`src/rtl/global_param.sv`:
```
// global_param: project-wide widths shared by the dispatcher and its neighbours
package global_param;
    parameter int INST_W = 64;
endpackage

```
`src/rtl/ins_dispatch.sv`:
```
// ins_dispatch: decodes one instruction at a time and routes it to the load/save
// engines, the PE array (start/done) or a sync barrier, counting retirements.
module ins_dispatch #(
    parameter int PE_NUM = 32,
    parameter int INST_W = global_param::INST_W
) (
    input  logic              clk,
    input  logic              rst,
    input  logic              ins_valid,
    output logic              ins_ready,
    input  logic [INST_W-1:0] ins,
    output logic              ld_ins_valid,
    input  logic              ld_ins_ready,
    output logic [INST_W-1:0] ld_ins,
    output logic              sv_ins_valid,
    input  logic              sv_ins_ready,
    output logic [INST_W-1:0] sv_ins,
    input  logic              ld_busy,
    input  logic              sv_busy,
    output logic [PE_NUM-1:0] start,
    input  logic [PE_NUM-1:0] done,
    output logic [2:0]        mode,
    output logic [15:0]       ins_cnt,
    output logic              err
);
    typedef enum logic [2:0] {IDLE, ISSUE_LD, ISSUE_SV, CALC_WAIT, SYNC_WAIT} state_t;

    state_t            state, state_nx;
    logic [INST_W-1:0] ir;
    logic [PE_NUM-1:0] done_seen, in_mask, ir_mask;
    logic [3:0]        op;
    logic              accept, calc_done, retire;

    assign op        = ins[INST_W-1 -: 4];
    assign in_mask   = ins[PE_NUM-1:0];
    assign ir_mask   = ir[PE_NUM-1:0];
    assign accept    = ins_valid && state == IDLE;
    assign calc_done = (done_seen | (done & ir_mask)) == ir_mask;

    always_ff @(posedge clk) begin
        if (rst) begin
            state     <= IDLE;
            ir        <= '0;
            start     <= '0;
            mode      <= '0;
            done_seen <= '0;
            ins_cnt   <= '0;
            err       <= 1'b0;
        end else begin
            state <= state_nx;
            start <= '0;
            if (accept)
                ir <= ins;
            if (accept && op == 4'd2) begin
                mode      <= ins[PE_NUM+2:PE_NUM];
                start     <= in_mask;
                done_seen <= '0;
            end else if (state == CALC_WAIT)
                done_seen <= done_seen | (done & ir_mask);
            if (retire)
                ins_cnt <= ins_cnt + 16'd1;
            if (accept && op > 4'd4)
                err <= 1'b1;
        end
    end

    // NOP, illegal opcodes and empty-mask CALC fall through and stay in IDLE
    always_comb begin
        state_nx = state;
        case (state)
            IDLE:      if (ins_valid)
                           state_nx = op == 4'd1 ? ISSUE_LD :
                                      op == 4'd3 ? ISSUE_SV :
                                      op == 4'd2 && |in_mask ? CALC_WAIT :
                                      op == 4'd4 ? SYNC_WAIT : IDLE;
            ISSUE_LD:  if (ld_ins_ready) state_nx = IDLE;
            ISSUE_SV:  if (sv_ins_ready) state_nx = IDLE;
            CALC_WAIT: if (calc_done) state_nx = IDLE;
            SYNC_WAIT: if (!ld_busy && !sv_busy) state_nx = IDLE;
            default:   state_nx = IDLE;
        endcase
    end

    // every path back into IDLE, including the in-place ones, retires the instruction
    always_comb begin
        ins_ready    = state == IDLE;
        ld_ins_valid = state == ISSUE_LD;
        sv_ins_valid = state == ISSUE_SV;
        ld_ins       = ld_ins_valid ? ir : '0;
        sv_ins       = sv_ins_valid ? ir : '0;
        retire       = (state != IDLE || accept) && state_nx == IDLE;
    end
endmodule

```
`config.mk`:
```
export PLATFORM = sky130hd
export DESIGN_NAME = ins_dispatch
export DESIGN_NICKNAME = d
export VERILOG_FILES = /design/src/rtl/global_param.sv /design/src/rtl/ins_dispatch.sv
export SDC_FILE = /design/constraint.sdc
export NUM_CORES = 1
export LEC_CHECK = 0
export ABC_AREA = 1
export CORE_MARGIN = 1.5
export CORE_UTILIZATION = 43
export CTS_BUF_LIST = sky130_fd_sc_hd__clkbuf_4 sky130_fd_sc_hd__clkbuf_8 sky130_fd_sc_hd__clkbuf_16
export DETAILED_ROUTE_END_ITERATION = 8
export MAX_ROUTING_LAYER = met4
export PLACE_DENSITY = 0.8
export SYNTH_ARGS = -nofsm -noshare
export SYNTH_HDL_FRONTEND = slang
export SYNTH_SLANG_ARGS = --single-unit
```
`constraint.sdc`:
```
create_clock -name clk -period 1.85 [get_ports clk]
set_input_delay 0.37 -clock clk [delete_from_list [all_inputs] [get_ports clk]]
set_output_delay 0.37 -clock clk [all_outputs]
set_load 0.05 [all_outputs]
```
==> metrics.yaml <==
power:
  power.leakage_nw: 5.59
  powerDensity_nw_per_um2: 628
  combPwrFrac_pct: 20.8
  switchingPower_mw: 2.67
  p_sw_share_pct: 30.5
  p_clk_share_pct: 39.3
  pwr-share-seq_pct: 39.9
  internal_power_mw: 6.07
  total_power_mw: 8.73
  peakVddDrop_mv: 0.693
synth:
  yosysTopAreaCell: "dfxtp_1"
  ys_types: 30
  yosys_warnings: 0
  synth.top_cell.area_share_pct: 44.6
  syn_avg_cell_area_um2: 6.64
  syn_nets: 1125
  yosysMostFrequentCell: "nor2_1"
  async_reset_ff_share_pct: 0
  yosys-top-cells-count: "nor2_1 (212), inv_1 (161), dfxtp_1 (151)"
  seq_area_frac_synth_pct: 44.6
  synth_edf_count: 0
  netlist_area_um2: 6780
  syn_inst: 1021
  ys_seq_elements: 151
  synth_area_leaders: "dfxtp_1 (45%), nor2_1 (12%), inv_1 (8.9%)"
  dominantRegCellSynth: "dfxtp_1"
critical_path:
  r2r_start: "ir[21]$_SDFFE_PP0P_"
  ff2ff_path_depth: 14
  criticalPathCategory: "register to output pin"
  r2r_end: "ins_cnt[0]$_SDFFE_PP0P_"
  cp.required_ns: 1.48
  r2r_setup_slack_ns: -0.27
  crit_fanout: 9
  end_kind: "output pin"
  startpoint_type: "register"
  arrival_ns: 1.79
timing:
  maxSlewViolCount: 0
  final_hold_viol_count: 0
  finalCriticalPeriod_ns: 2.16
  tightest_slew_ns: 0.513
  whs_ns: 0.235
  setup_violations: 146
  post-route-period-util_pct: 117
  setup_tns_ns: -36.37
  rsz0062_at_grt: "true"
  slew_headroom_pct: 65.9
  setup_ws_ns: -0.312
  fmax_mhz: 463
  finalClockSkew_ns: 0.0126
placed_design:
  io_buffers: 285
  dp.cells: 1551
  gp_congestion: 0.885
  dp_hpwl_um: 18800
  dp_slack_ns: -0.593
  post_dp_cell_area_um2: 12600
global_route:
  grt_max_degree: 50
  track_usage_pct: 40.9
  antenna_found_initial: 2
  grt_overflow_total: 0
  grt_pass1_wl_um: 49900
  grt_pass1_vias: 9099
clock_tree:
  ctsHtreeMaxLevel: 4
  numCtsBuffers: 17
  insertion_delay_ns: 0.44
  numClockSinks: 151
  hold_buffers: 0
  clockRootBuffer: "clkbuf_16"
  clk_pin_slew_ns: 0.06
  tritoncts: "yes"
  clk_path_buf_depth: 2
detailed_routing:
  wl_um: 34000
  drt_iter0_drc: 792
  vias: 9002
  drc: 0
  via_per_inst: 5.60
  wire_per_inst_um: 21.1
  firstDrtPassIters: 6
  ant_nets: 0
status:
  status: "finished, violations left"
  violations: "setup timing"
cells_and_area:
  layout.nets: 1484
  utilization_pct: 90.8
  layoutNonFillerInstCount: 1607
  final_area_um2: 13900
  fillers: 632
  area_growth_syn_to_layout_pct: 105
  layout-drive-gt1-share_pct: 36.6
worst_hold_path:
  hold_depth: 3
  min_to: "start[29]$_SDFF_PP0_"
  min-delay-start: "ins[29]"
  worstHoldPathType: "input pin to register"
die:
  die_x_um: 129
  die_area_um2: 16500
  die_h_um: 129
  core-area_um2: 15300
  rows: 45
  design.portCount: 286
  initial_utilization_pct: 44.3
flow_run:
  max_cap_viol_count: 0
critical path: stages, from the launching register on:
cell and delay, ns:
dfxtp_2 0.35, inv_2 0.06, nor3_4 0.22, buf_4 0.19, inv_6 0.08, buf_16 0.17, nor2_4 0.13, buf_12 0.15
state kept, by name, indices dropped and copies added, names as in the netlist:
signal / cells
ir: 64
state: 3
ins_cnt: 16
mode: 3
err: 1
done_seen: 32
start: 32
final cells by class:
class / count / area (um2) / area share, %
timing repair buffer: 387 / 5250 / 37.7
inverter: 176 / 692 / 4.98
clock inverter: 10 / 97.6 / 0.702
multi-input combinational: 646 / 4080 / 29.3
sequential: 151 / 3040 / 21.9
clock buffer: 22 / 469 / 3.37
tap: 211 / 264 / 1.90
timing repair inverter: 1 / 8.76 / 0.0630
antenna: 3 / 7.51 / 0.0540
worst max path at each step:
stage / startpoint / endpoint / slack, ns
after floorplan: state[2]$_SDFF_PP0_ / sv_ins[0] / -0.37
after global routing: state[1]$_SDFF_PP0_ / sv_ins[58] / -0.35
after detailed placement: ins[18] / ins_cnt[12]$_SDFFE_PP0P_ / -0.59
after CTS: state[1]$_SDFF_PP0_ / ld_ins[10] / -0.27
after global placement: ins[20] / ins_cnt[2]$_SDFFE_PP0P_ / -0.47
final: state[1]$_SDFF_PP0_ / sv_ins[58] / -0.31
power groups by stage:
stage	clock network, mW	registers [mW]	logic, mW
after CTS	3.37	3.47	1.69
after global placement	0	3.53	1.50
after global routing	3.55	3.50	1.89
final	3.43	3.49	1.82
after detailed placement	0	3.54	1.54
after floorplan	0	3.57	0.770
logic make-up after synthesis:
family,share of synthesized area [%]
XOR/XNOR,1.81
AND/OR/NAND/NOR,25.7
adder cells (fa/ha/maj),0.185
flip-flops,44.6
AO/OA/AOI/OAI,15.2
buffers and inverters,12.6
cell usage in the layout, fill, tap and decap left out, types with 16 or more instances in the layout:
cell / instances
a21oi_1: 110
buf_12: 138
buf_16: 16
buf_4: 104
clkbuf_16: 17
clkdlybuf4s50_1: 74
dfxtp_1: 136
dlygate4sd2_1: 42
inv_1: 151
inv_2: 22
nand2_1: 130
nand3_1: 45
nor2_1: 69
nor2_4: 136
o21ai_0: 74
timing repair:
| item | in CTS | in global routing |
|---|---|---|
| setup endpoints to repair | 165 | 156 |
| resized for setup | 122 | 37 |
| gates cloned | 13 | 0 |
| pin swaps | 32 | 20 |
| setup buffers | 8 | 1 |
layer usage:
layer	global-route usage, %	wire (um)	part of all wire [%]	vias up
met5	-	0	0	-
li1	-	-	-	3896
met2	70.3	17100	50	599
met1	44.0	11900	35	4323
met3	8.57	2880	8.5	184
met4	23.1	2100	6.2	0
(Power assumes the default switching activity.)
